**src/rtl/fifo_uart_tx.sv**
```systemverilog
`default_nettype none
// ============================================================================
// fifo_uart_tx : drains a show-ahead FIFO into start/data(LSB first)/stop frames
// Revision 1.0 - initial release
// ============================================================================
module fifo_uart_tx #(
  parameter int WIDTH        = 8,
  parameter int CLKS_PER_BIT = 16
) (
  input  logic             clk,
  input  logic             rstn,
  input  logic [WIDTH-1:0] fifo_rdata,
  input  logic             fifo_empty,
  output logic             fifo_ren,
  input  logic             tx_en,
  output logic             txd,
  output logic             busy,
  output logic             frame_done
);

  localparam int CNT_W = $clog2(CLKS_PER_BIT);
  localparam int IDX_W = (WIDTH > 1) ? $clog2(WIDTH) : 1;
  localparam logic [CNT_W-1:0] CNT_LAST = CNT_W'(CLKS_PER_BIT - 1);
  localparam logic [IDX_W-1:0] IDX_LAST = IDX_W'(WIDTH - 1);

  typedef enum logic [1:0] {
    IDLE  = 2'd0,
    START = 2'd1,
    DATA  = 2'd2,
    STOP  = 2'd3
  } state_t;

  state_t           state_q, state_d;
  logic [CNT_W-1:0] cnt_q, cnt_d;
  logic [IDX_W-1:0] idx_q, idx_d;
  logic [WIDTH-1:0] shift_q, shift_d;
  logic             txd_q, txd_d;
  logic             busy_q, busy_d;
  logic             done_q, done_d;
  logic             bit_end;

  always_comb begin
    state_d  = state_q;
    cnt_d    = cnt_q;
    idx_d    = idx_q;
    shift_d  = shift_q;
    done_d   = 1'b0;
    fifo_ren = 1'b0;
    bit_end  = (cnt_q == CNT_LAST);

    case (state_q)
      IDLE: begin
        if (tx_en && !fifo_empty && rstn) begin
          fifo_ren = 1'b1;
          shift_d  = fifo_rdata;
          cnt_d    = '0;
          idx_d    = '0;
          state_d  = START;
        end
      end
      START: begin
        cnt_d = bit_end ? '0 : cnt_q + CNT_W'(1);
        if (bit_end) state_d = DATA;
      end
      DATA: begin
        cnt_d = bit_end ? '0 : cnt_q + CNT_W'(1);
        if (bit_end) begin
          shift_d = shift_q >> 1;
          idx_d   = idx_q + IDX_W'(1);
          if (idx_q == IDX_LAST) state_d = STOP;
        end
      end
      STOP: begin
        cnt_d = bit_end ? '0 : cnt_q + CNT_W'(1);
        if (bit_end) begin
          state_d = IDLE;
          done_d  = 1'b1;
        end
      end
      default: state_d = IDLE;
    endcase

    // Line level is derived from the upcoming state so txd stays registered.
    case (state_d)
      START:   txd_d = 1'b0;
      DATA:    txd_d = shift_d[0];
      default: txd_d = 1'b1;
    endcase
    busy_d = (state_d != IDLE);
  end

  always_ff @(posedge clk) begin
    if (!rstn) begin
      state_q <= IDLE;
      cnt_q   <= '0;
      idx_q   <= '0;
      shift_q <= '0;
      txd_q   <= 1'b1;
      busy_q  <= 1'b0;
      done_q  <= 1'b0;
    end else begin
      state_q <= state_d;
      cnt_q   <= cnt_d;
      idx_q   <= idx_d;
      shift_q <= shift_d;
      txd_q   <= txd_d;
      busy_q  <= busy_d;
      done_q  <= done_d;
    end
  end

  assign txd        = txd_q;
  assign busy       = busy_q;
  assign frame_done = done_q;

endmodule
`default_nettype wire
```
**config.mk**
```make
export PLATFORM = sky130hd
export DESIGN_NAME = fifo_uart_tx
export DESIGN_NICKNAME = d
export VERILOG_FILES = /design/src/rtl/fifo_uart_tx.sv
export SDC_FILE = /design/constraint.sdc
export NUM_CORES = 1
export LEC_CHECK = 0
export CAP_MARGIN = 20
export CELL_PAD_IN_SITES_DETAIL_PLACEMENT = 2
export CELL_PAD_IN_SITES_GLOBAL_PLACEMENT = 2
export CORE_MARGIN = 2
export CORE_UTILIZATION = 30
export DETAILED_ROUTE_END_ITERATION = 6
export GPL_ROUTABILITY_DRIVEN = 0
export PLACE_DENSITY = 0.8
export SETUP_SLACK_MARGIN = 0.05
export SYNTH_ARGS = -nofsm -noshare
export SYNTH_HDL_FRONTEND = slang
export SYNTH_SLANG_ARGS = --single-unit
```
**constraint.sdc**
```tcl
create_clock -name clk -period 2.5 [get_ports clk]
set_input_delay 0.5 -clock clk [delete_from_list [all_inputs] [get_ports clk]]
set_output_delay 0.5 -clock clk [all_outputs]
set_load 0.005 [all_outputs]
```
### Yosys cells after proc, flatten, opt, wreduce, memory -nomap -nowiden

Cells that the tools add are included.
W data, S select, Z words.

| word-level totals | value |
|---|---|
| output and inout port bits | 4 |
| input bits | 12 |
| flip-flop bits (word level) | 20 |

| cells by class | value |
|---|---|
| equality and inequality tests | 9 |
| reductions and logical operators | 9 |
| $add $sub $neg | 2 |
| multiplexer cells | 19 |

Operators with widths:

| operator | count |
|---|---|
| $mux W8 | 2 |
| $pmux W8 S2 | 1 |
| $mux W2 | 5 |
| $mux W4 | 2 |
| $pmux W2 S4 | 1 |
| $pmux W4 S2 | 1 |
| $eq A2 B2 Y1 const B | 3 |
| $mux W3 | 2 |
| $pmux W3 S2 | 1 |
| $add A4 B1 Y4 const B | 1 |
| $eq A2 B1 Y1 const B | 2 |
| $eq A4 B4 Y1 const B | 1 |
| $ne A2 B2 Y1 const B | 2 |
| $reduce_bool A2 Y1 | 2 |
| $add A3 B1 Y3 const B | 1 |
| $eq A3 B3 Y1 const B | 1 |
| $mux W1 | 3 |
| $reduce_and A3 Y1 | 1 |
| $reduce_or A3 Y1 | 1 |
| $logic_and A1 B1 Y1 | 2 |
| $logic_not A2 Y1 | 1 |
| $pmux W1 S2 | 1 |
| $reduce_and A2 Y1 | 1 |
| $logic_not A1 Y1 | 1 |

### Depth between registers and ports, before layout

Gate-level depths: netlist of run 1.

| depth | value |
|---|---|
| word-level depth | 7 |
| mapped depth | 7 |

### Worst setup path before layout of run 1

No wires, ideal clock.

| timing | value |
|---|---|
| path type | reg2reg |
| start point | register cnt_q[0] |
| end point | register txd_q, in the netlist txd |
| data arrival time | 1.710 ns |
| period minus slack after synthesis | 1.844 ns |
| path slack | 0.656 ns |
| data required time | 2.366 ns |
| buffers on the path | 1 |
| stages on the path, launching flop included | 8 |
| cells stage by stage | dfxtp_1 -> ha_1 -> and3_1 -> buf_2 -> and3_1 -> a221o_1 -> a2111oi_2 -> nand3_1 |

| between the ends | value |
|---|---|
| word-level cells in the longest chain between the ends | 5 |

Ends and longest elaborated chain:

| element | line | RTL |
|---|---|---|
| start, declared | 34 | `logic [CNT_W-1:0] cnt_q, cnt_d;` |
| start signal, assigned | 103 | `cnt_q <= cnt_d;` |
| $eq A4 B4 Y1 (*) | 49 | `bit_end = (cnt_q == CNT_LAST);` |
| $mux W2, on equally long branches | 75, 63, 67 |  |
| $pmux W2 S4 | 51 | `case (state_q)` |
| $eq A2 B2 Y1 or $eq A2 B1 Y1 (tied branches) | 84 | `case (state_d)` |
| $pmux W1 S2 (*) | 84 |  |
| end signal, assigned | 106 | `txd_q <= txd_d;` |
| end, declared | 37 | `logic txd_q, txd_d;` |

Mark *: on every way between the ends. The rest lies on a longest branch, timed or not. The select of a mux whose other input is x is not followed.
A chain may end at the register's enable or synchronous reset.

### Worst setup path after layout of run 1

| timing | value |
|---|---|
| start point | input port fifo_empty |
| end point | output port fifo_ren |

| between the ends | value |
|---|---|
| word-level cells in the longest chain between the ends | 5 |

Ends and longest elaborated chain:

| element | line | RTL |
|---|---|---|
| start, declared | 13 | `input logic fifo_empty,` |
| $logic_not A1 Y1 | 53 | `if (tx_en && !fifo_empty && rstn) begin` |
| $logic_and A1 B1 Y1 (2 in series) | 53 |  |
| $mux W1 | 53 |  |
| $mux W1 | 51 |  |
| end, declared | 14 | `output logic fifo_ren,` |

No other way between the ends.

==> metrics.txt, run 1 <==
Final period util=0.825; hold slack final=about 0.48 ns; largest net degree at the start of global routing=18; most used routing layer=met2; DPL Wire Length=roughly 1.8 mm; Final TNS setup=0 ns; Initial Util=0.322; antenna violations before repair=0; GR Util met1=0.206; #FFs+latches synth=20; worst hold-check path type=reg2reg; GRT Util Overall=0.165; Final Skew=about 0.0032 ns; Synth cell types=32; # DRC=0; Synth warnings=0; diode count=0; final setup fails=0; Worst-Margin Slew=roughly 0.43 ns; unrepaired setup endpoints after global routing=no; DR WL/cell=roughly 16 µm; clock net sink count=20; syn_area_per_cell=approximately 8.6 µm²; Main synth FF type=dfxtp_1; number of flops mapped to enable cells by yosys=0; Final nets=between 100 and 150; Rel. slew slack=0.716; clk_lat worst skew=just over 0.3 ns; Place WS=~0.13 ns; Mapped Cells=106; Post-synth ARST share=0; Crit Path Class=in2out; drt total wl=~2.5 mm; die span in y=slightly below 60 µm; met2 Usage GRT=0.279; top post-synthesis cells by count=20 x dfxtp_1, 17 x nor2_1, 12 x nand2_1; Vias/cell=~5.5; count of max-cap constraint violations=0; Worst-path clk slew=about 0.11 ns; met3 Use GR=0.0197; vias in the first global route=about 910; 1st-iter DRT viols=10; Req. time, crit path=roughly 2.0 ns; status=completed; first-pass GRT wire length=~4.3 mm; layout cells sized above 1=0.130; WP data arrival=approximately 1.6 ns; DR vias=840; Area growth, synth to finish=26.4%; total leakage power=around 0.45 nW; die area=around 3500 µm²; post-synthesis sequential area ratio=0.440; CTS buffer count=3; DRT Pass-1 Iters=4; htree depth=1; synthesized cell area=911 µm²; maximum clock frequency=485 MHz; post-route ant nets=0; total nets after synthesis=about 120; Core Area=2830 µm²; Cell Rows=19; port bufs=15; count leader, synth=dfxtp_1; CP Max Fanout=3; Overflow after GRT=0; top cells by area, synth=dfxtp_1 44%, nor2_1 7.0%, a22oi_1 6.6%; P per Cell Area=584 nW/µm²; Final Hold Viols=0; Max IR drop VDD=0.000220 V; CP endpoint kind=primary output; CP Launch Type=input port; Clock Path Buffers=2; postcts setup bufs=0; Ports=16; TritonCTS clock tree=built; setup slack after layout=0.437 ns; die width=59.1 µm; Tmin final=~2.1 ns; clk root buf=clkbuf_4; area leader, netlist=dfxtp_1; Final Slew Violations=0; top-area cell type share of the netlist area=0.440
## critical path, stage by stage
cell	delay (ns)
clkdlybuf4s50_1	0.43
nand2b_2	0.23
nor3_4	0.24
dlymetal6s2s_1	0.16
## per-layer routing
layer  part of all wire  vias to the layer above  wire, µm
met5                  0                        -         0
met2               0.51                       13      1270
li1                   -                      412         -
met3              0.016                        7        39
met1               0.45                      408      1100
met4              0.024                        0        59
## worst paths after layout
check,start,end,slack (ns),cells past startpoint
min reg2reg,shift_q[6]$_SDFFE_PN0P_,shift_q[6]$_SDFFE_PN0P_,0.48,2
max,fifo_empty,fifo_ren,0.44,4
min,shift_q[6]$_SDFFE_PN0P_,shift_q[6]$_SDFFE_PN0P_,0.48,2
max reg2reg,cnt_q[0]$_SDFFE_PN0P_,txd$_SDFF_PN1_,0.44,6
## report_power, final
part	switching, mW	total (mW)	internal (mW)	leakage (nW)
Sequential	0.00620	0.333	0.327	0.162
Combinational	0.0336	0.0715	0.0379	0.259
Clock	0.106	0.268	0.162	0.0279
Total	0.145	0.673	0.527	0.449
## cells by family after synthesis
| logic type | share of synthesized area |
|---|---|
| compound gates | 0.195 |
| xor+xnor | 0.00962 |
| fa+ha+maj | 0.0412 |
| buf+inv | 0.0467 |
| flops | 0.440 |
| mux | 0.0110 |
| simple gates | 0.257 |
## cells in the final DEF (no fill, tap or decap)
cell type | synthesis | final
nor2_2 | 1 | 1
a311oi_1 | 1 | 1
dfxtp_1 | 20 | 20
nor3_4 | 1 | 1
a2111oi_2 | 1 | 1
and3_1 | 3 | 3
or2_4 | 0 | 1
a21oi_2 | 1 | 1
mux2i_1 | 1 | 1
ha_1 | 3 | 3
o21ai_1 | 1 | 1
and2b_4 | 1 | 1
a32oi_1 | 1 | 1
xor2_1 | 1 | 1
nand2_1 | 12 | 12
nor3b_1 | 1 | 1
a31oi_1 | 1 | 1
dlymetal6s2s_1 | 0 | 1
and2_1 | 1 | 1
nand3_1 | 6 | 6
and2_0 | 1 | 1
o21ai_0 | 1 | 1
a22oi_1 | 8 | 8
nand2b_2 | 0 | 1
nor3_1 | 1 | 1
bufinv_16 | 0 | 1
clkdlybuf4s50_1 | 0 | 14
buf_4 | 0 | 4
a21oi_1 | 10 | 10
nor2_1 | 17 | 17
inv_2 | 1 | 1
clkbuf_4 | 0 | 3
a221o_1 | 1 | 1
nor2b_1 | 1 | 1
## repair_timing
| action | 4_1_cts | 5_1_grt |
|---|---|---|
| endpoints found under the setup margin | 0 | 1 |
| hold buffers | 0 | 0 |
| resized for setup | 0 | 3 |
## final cells by class
cell class | instances | area (µm²)
clock buffer | 3 | 22.5
clock inverter | 1 | 30.0
fill | 327 | 1680
inverter | 1 | 3.75
multi-input combinational | 79 | 473
sequential | 20 | 400
tap | 31 | 38.8
timing repair buffer | 19 | 183
## flip-flops by register name, indices dropped and copies added (netlist names)
name and cells:
txd 1, state_q 2, busy 1, cnt_q 4, frame_done 1, idx_q 3
shift_q 8
## stage by stage
stage	cells	total power, mW	utilization	instance area, µm²
6_report	154	0.673	0.407	1150
5_1_grt	154	0.715	0.407	1150
4_1_cts	154	0.684	0.404	1140
3_5_place_dp	150	0.411	0.386	1090
3_3_place_gp	150	0.408	0.386	1090
2_1_floorplan	106	0.374	-	911
Power figures use the tool's default switching activity.
==> run 2, diff against run 1 <==
--- a/config.mk
+++ b/config.mk
@@ -9,10 +9,10 @@
 export CELL_PAD_IN_SITES_DETAIL_PLACEMENT = 2
 export CELL_PAD_IN_SITES_GLOBAL_PLACEMENT = 2
 export CORE_MARGIN = 2
-export CORE_UTILIZATION = 30
+export CORE_UTILIZATION = 27
 export DETAILED_ROUTE_END_ITERATION = 6
 export GPL_ROUTABILITY_DRIVEN = 0
-export PLACE_DENSITY = 0.8
+export PLACE_DENSITY = 0.77
 export SETUP_SLACK_MARGIN = 0.05
 export SYNTH_ARGS = -nofsm -noshare
 export SYNTH_HDL_FRONTEND = slang
==> constraint.sdc (replaced) <==
create_clock -name clk -period 1.8 [get_ports clk]
set_input_delay 0.36 -clock clk [delete_from_list [all_inputs] [get_ports clk]]
set_output_delay 0.36 -clock clk [all_outputs]
set_load 0.005 [all_outputs]
==> run 2 against run 1 <==
First-iteration DRC count is 60% higher. Cell area increased by 14%. Sequential power up 39%. Die area up 10%. Cell count up 18%. Via count increased by 6.5%. Global-route usage shrank 0.29 points. Wire length rose by 19%. Core utilization is 0.88 points lower. Combinational power rose by 80%. Power up 45%. Sequential share of layout area down 3.8 points. Largest cell class unchanged.
==> metrics.txt, run 2 (same netlist as run 1, synthesis figures left out) <==
status=completed; vias in the first global route=~940; Final Slew Violations=0; Rel. slew slack=0.757; Vias/cell=a little under 5; placed insts=~180; Biggest register=shift_q; Cell Int Power=~0.75 mW; Final period util=0.976; die area=3850 µm²; highest cell delay on the worst timing path=0.38 ns; Initial Util=0.277; DR WL/cell=around 16 µm; DRT Pass-1 Iters=4; htree depth=1; clock network power share=0.392; Final TNS setup=0 ns; TritonCTS clock tree=built; Area growth, synth to finish=43.5%; hold path start=shift_q[3]$_SDFFE_PN0P_; maximum clock frequency=~570 MHz; clk root buf=clkbuf_4; Post-DP Area=approximately 1200 µm²; layout cells sized above 1=0.274; die span in y=approximately 62 µm; filler cell count=about 370; Req. time, crit path=~2 ns; Psw=0.225 mW; biggest regs=shift_q x8, cnt_q x4, idx_q x3; final setup fails=0; Final nets=about 150; Tmin final=between 1.5 and 2 ns; Final Skew=just over 0.002 ns; crit-path cells=ha_4 > and3_4 > a32oi_2 > a221o_1 > a2111oi_4 > nand3_1; fin util=0.398; Comb power frac=0.133; Crit Path Class=reg2reg; Place WS=-0.329 ns; clock net sink count=20; post-route ant nets=0; GRT Util Overall=0.162; port bufs=15; Final Hold Viols=0; post-route insts no fill=roughly 180; # DRC=0; Total Power=roughly 1 mW; max FFs per register=8; R2R Path Start=cnt_q[1]$_SDFFE_PN0P_; 1st-iter DRT viols=16; P per Cell Area=about 750 nW/µm²; clk_lat worst skew=just over 0.3 ns; Hold Buf Count CTS=0; Max IR drop VDD=about 0.00036 V; largest net degree at the start of global routing=18; leading cell type in the layout, fill and taps excluded=nor2_1; DPL Wire Length=around 2.0 mm; CP startpoint=cnt_q[1]$_SDFFE_PN0P_; WP data arrival=1.96 ns; Ports=16; setup slack after layout=approximately 0.042 ns; unrepaired setup endpoints after global routing=yes; CP Max Fanout=8; Worst-path clk slew=approximately 0.13 ns; drt total wl=between 2 and 3 mm; DR vias=around 900; Cell Rows=21; antenna violations before repair=0; count of max-cap constraint violations=0; sequential power share=0.475; Overflow after GRT=0; most frequent cells in the layout=17 x nor2_1, 16 x dfxtp_1, 16 x buf_4; Final Instance Area=~1300 µm²; Worst-Margin Slew=approximately 0.37 ns; total leakage power=0.507 nW; CTS buffer count=3; Sw Share=0.230; hold slack final=approximately 0.46 ns; Core Area=roughly 3300 µm²; CP endpoint kind=flip-flop; CP max-delay cell=dfxtp_2; diode count=0; die width=62.1 µm; CP Launch Type=flip-flop; worst hold-check path type=reg2reg; first-pass GRT wire length=4.44 mm; Clock Path Buffers=2
==> run 2: worst paths after layout <==
path	end	slack (ns)	depth (start not counted)
worst max-delay path	txd$_SDFF_PN1_	0.04	6
worst max register to register	txd$_SDFF_PN1_	0.04	6
worst min register to register	shift_q[3]$_SDFFE_PN0P_	0.46	2
worst min-delay path	shift_q[3]$_SDFFE_PN0P_	0.46	2
==> run 2: what timing repair did <==
action / CTS / global route
setup buffers: 2 / 0
pin swaps: 1 / 0
setup endpoints to repair: 2 / 2
endpoints found under the hold margin: 0 / 0
resized for setup: 10 / 4
==> run 2: layout make-up <==
cell class	count	area [µm²]	area share
Multi-Input combinational cell	79	526	0.402
Sequential cell	20	405	0.310
Timing Repair Buffer	31	263	0.201
Tap cell	46	57.6	0.0440
Clock inverter	1	30.0	0.0230
Clock buffer	3	22.5	0.0172
Inverter	1	3.75	0.00287
==> run 2: worst max-delay path, delay by kind of cell, from the launching register on <==
kind	cells	cell delay, ns
and+or+nand+nor	2	0.36
DFF	1	0.38
adders and majority gates	1	0.16
AOI/OAI and AO/OA	3	0.76
==> run 2: per-layer routing <==
layer  GRT usage  vias to the layer above  part of all wire
met5           0                        -                 0
met4      0.0547                        0             0.012
met3      0.0186                        4             0.021
met2       0.298                       14              0.55
met1       0.192                      448              0.42
li1            -                      429                 -
==> run 2: power groups by stage <==
stage               clock network [mW]  logic, mW  registers, mW
floorplan                            0     0.0491          0.473
global placement                     0      0.111          0.472
detailed placement                   0      0.117          0.473
CTS                              0.393      0.124          0.463
global route                     0.411      0.141          0.465
finish                           0.382      0.129          0.463
==> run 3, diff against run 2 <==
--- a/config.mk
+++ b/config.mk
@@ -8,7 +8,7 @@
 export CAP_MARGIN = 20
 export CELL_PAD_IN_SITES_DETAIL_PLACEMENT = 2
 export CELL_PAD_IN_SITES_GLOBAL_PLACEMENT = 2
-export CORE_MARGIN = 2
+export CORE_MARGIN = 1.5
 export CORE_UTILIZATION = 27
 export DETAILED_ROUTE_END_ITERATION = 6
 export GPL_ROUTABILITY_DRIVEN = 0
==> run 3 against run 2 <==
Sequential power about the same. Register-to-register slack better by 0.03 ns. Via count rose by 1.3%. Clock-buffer cell count stayed put. Wire length up 9.8%. Power shrank 0.51%. Cell count rose by 0.55%. Core utilization increased by 3.5 points. Largest power group unchanged. Highest routed layer unchanged.
==> metrics.txt, run 3 (same netlist as run 1, synthesis figures left out) <==
status=completed; Biggest register=shift_q; DPL Wire Length=2.02 mm; Final period util=0.960; die span in y=between 60 and 70 µm; first-pass GRT wire length=slightly below 5 mm; DRT Pass-1 Iters=4; Cell Rows=20; clock net sink count=20; Worst Hold Depth=2; CP startpoint=cnt_q[0]$_SDFFE_PN0P_; R2R Path Start=cnt_q[0]$_SDFFE_PN0P_; Worst-path clk slew=around 0.12 ns; port bufs=15; die area=3730 µm²; Crit Path Class=reg2reg; leading cell type in the layout, fill and taps excluded=buf_4; Worst-Margin Slew=0.506 ns; clock network power share=0.389; antenna violations before repair=0; Cell Int Power=roughly 0.75 mW; Clock Path Buffers=2; Vias/cell=about 5; WP data arrival=around 1.9 ns; post-route insts no fill=roughly 180; Ports=16; total leakage power=~0.53 nW; unrepaired setup endpoints after global routing=yes; hold path start=shift_q[3]$_SDFFE_PN0P_; Total Power=approximately 0.97 mW; max FFs per register=8; R2R Setup Slk=slightly above 0.07 ns; 1st-iter DRT viols=9; GRT Util Overall=0.183; die width=between 60 and 70 µm; most frequent cells in the layout=19 x buf_4, 17 x nor2_1, 16 x dfxtp_1; Final Slew Violations=0; Core Area=approximately 3100 µm²; clk root buf=clkbuf_4; worst hold-check path type=reg2reg; layout cells sized above 1=0.304; sequential power share=0.478; diode count=0; Rel. slew slack=0.663; htree depth=1; Max IR drop VDD=0.000287 V; post-route ant nets=0; CP Max Fanout=4; drt total wl=around 3.2 mm; CP endpoint kind=flip-flop; vias in the first global route=~970; Final Hold Viols=0; setup slack after layout=~0.071 ns; CP Launch Type=flip-flop; Psw=between 0.2 and 0.25 mW; Sw Share=0.229; Final Instance Area=roughly 1400 µm²; P per Cell Area=just over 700 nW/µm²; cells on worst reg2reg path=6; Final nets=154; Overflow after GRT=0; Area growth, synth to finish=48.8%; reg-to-reg endpoint=txd$_SDFF_PN1_; Initial Util=0.291; Final Skew=0.00144 ns; DR vias=907; placed insts=172; DR WL/cell=around 18 µm; Tmin final=1.73 ns; Comb power frac=0.133; count of max-cap constraint violations=0; clk_lat worst skew=approximately 0.31 ns; hold worst-path end=shift_q[3]$_SDFFE_PN0P_; CTS buffer count=3; Place WS=-0.384 ns; TritonCTS clock tree=built; largest net degree at the start of global routing=18; Req. time, crit path=roughly 2 ns; Post-DP Area=approximately 1200 µm²; # DRC=0; maximum clock frequency=between 500 and 600 MHz; biggest regs=shift_q x8, cnt_q x4, idx_q x3; final setup fails=0
run 3: stage by stage:
stage           util  setup TNS [ns]  hold WS (ns)
2_1_floorplan      -               0         0.432
3_3_place_gp   0.382          -0.743         0.442
3_5_place_dp   0.382          -0.919         0.453
4_1_cts        0.419               0         0.472
5_1_grt        0.433               0         0.504
6_report       0.433               0         0.469
run 3: cell type report:
type | count | area, µm²
inverter | 1 | 3.75
clock buffer | 3 | 22.5
sequential | 20 | 413
clock inverter | 1 | 30.0
timing repair buffer | 34 | 284
multi-input combinational | 79 | 547
fill | 352 | 1770
tap | 44 | 55.1
run 3: what timing repair did:
| item | 4_1_cts | 5_1_grt |
|---|---|---|
| endpoints found under the setup margin | 2 | 3 |
| gates resized for setup | 15 | 8 |
| pin swaps | 4 | 5 |
| hold buffers | 0 | 0 |
| setup buffers | 5 | 2 |
run 3: layer usage:
layer / track usage / routed length [µm]
met5: 0 / 0
met4: 0.0745 / 44
met1: 0.226 / 1340
met3: 0.0315 / 98
met2: 0.315 / 1730
run 3: worst max-delay path, cell delays in order, from the launching register on:
cell and delay (ns):
dfxtp_4 0.38, ha_4 0.15, and3_4 0.20, and3_4 0.17, a221o_1 0.32, a2111oi_4 0.30
nand3_1 0.10
run 3: worst max-delay path by stage:
stage	to	slack [ns]	cells after the start
final	txd$_SDFF_PN1_	0.07	6
after global routing	txd$_SDFF_PN1_	0.01	6
after CTS	txd$_SDFF_PN1_	0.02	6
after detailed placement	txd$_SDFF_PN1_	-0.38	7
after global placement	txd$_SDFF_PN1_	-0.30	7
after floorplan	txd$_SDFF_PN1_	0.08	7
run 3: power groups by stage:
stage	Clock [mW]	Combinational [mW]	Sequential (mW)
after CTS	0.382	0.122	0.463
after floorplan	0	0.0491	0.473
after global routing	0.398	0.141	0.465
final	0.377	0.129	0.463
after global placement	0	0.106	0.474
after detailed placement	0	0.111	0.475
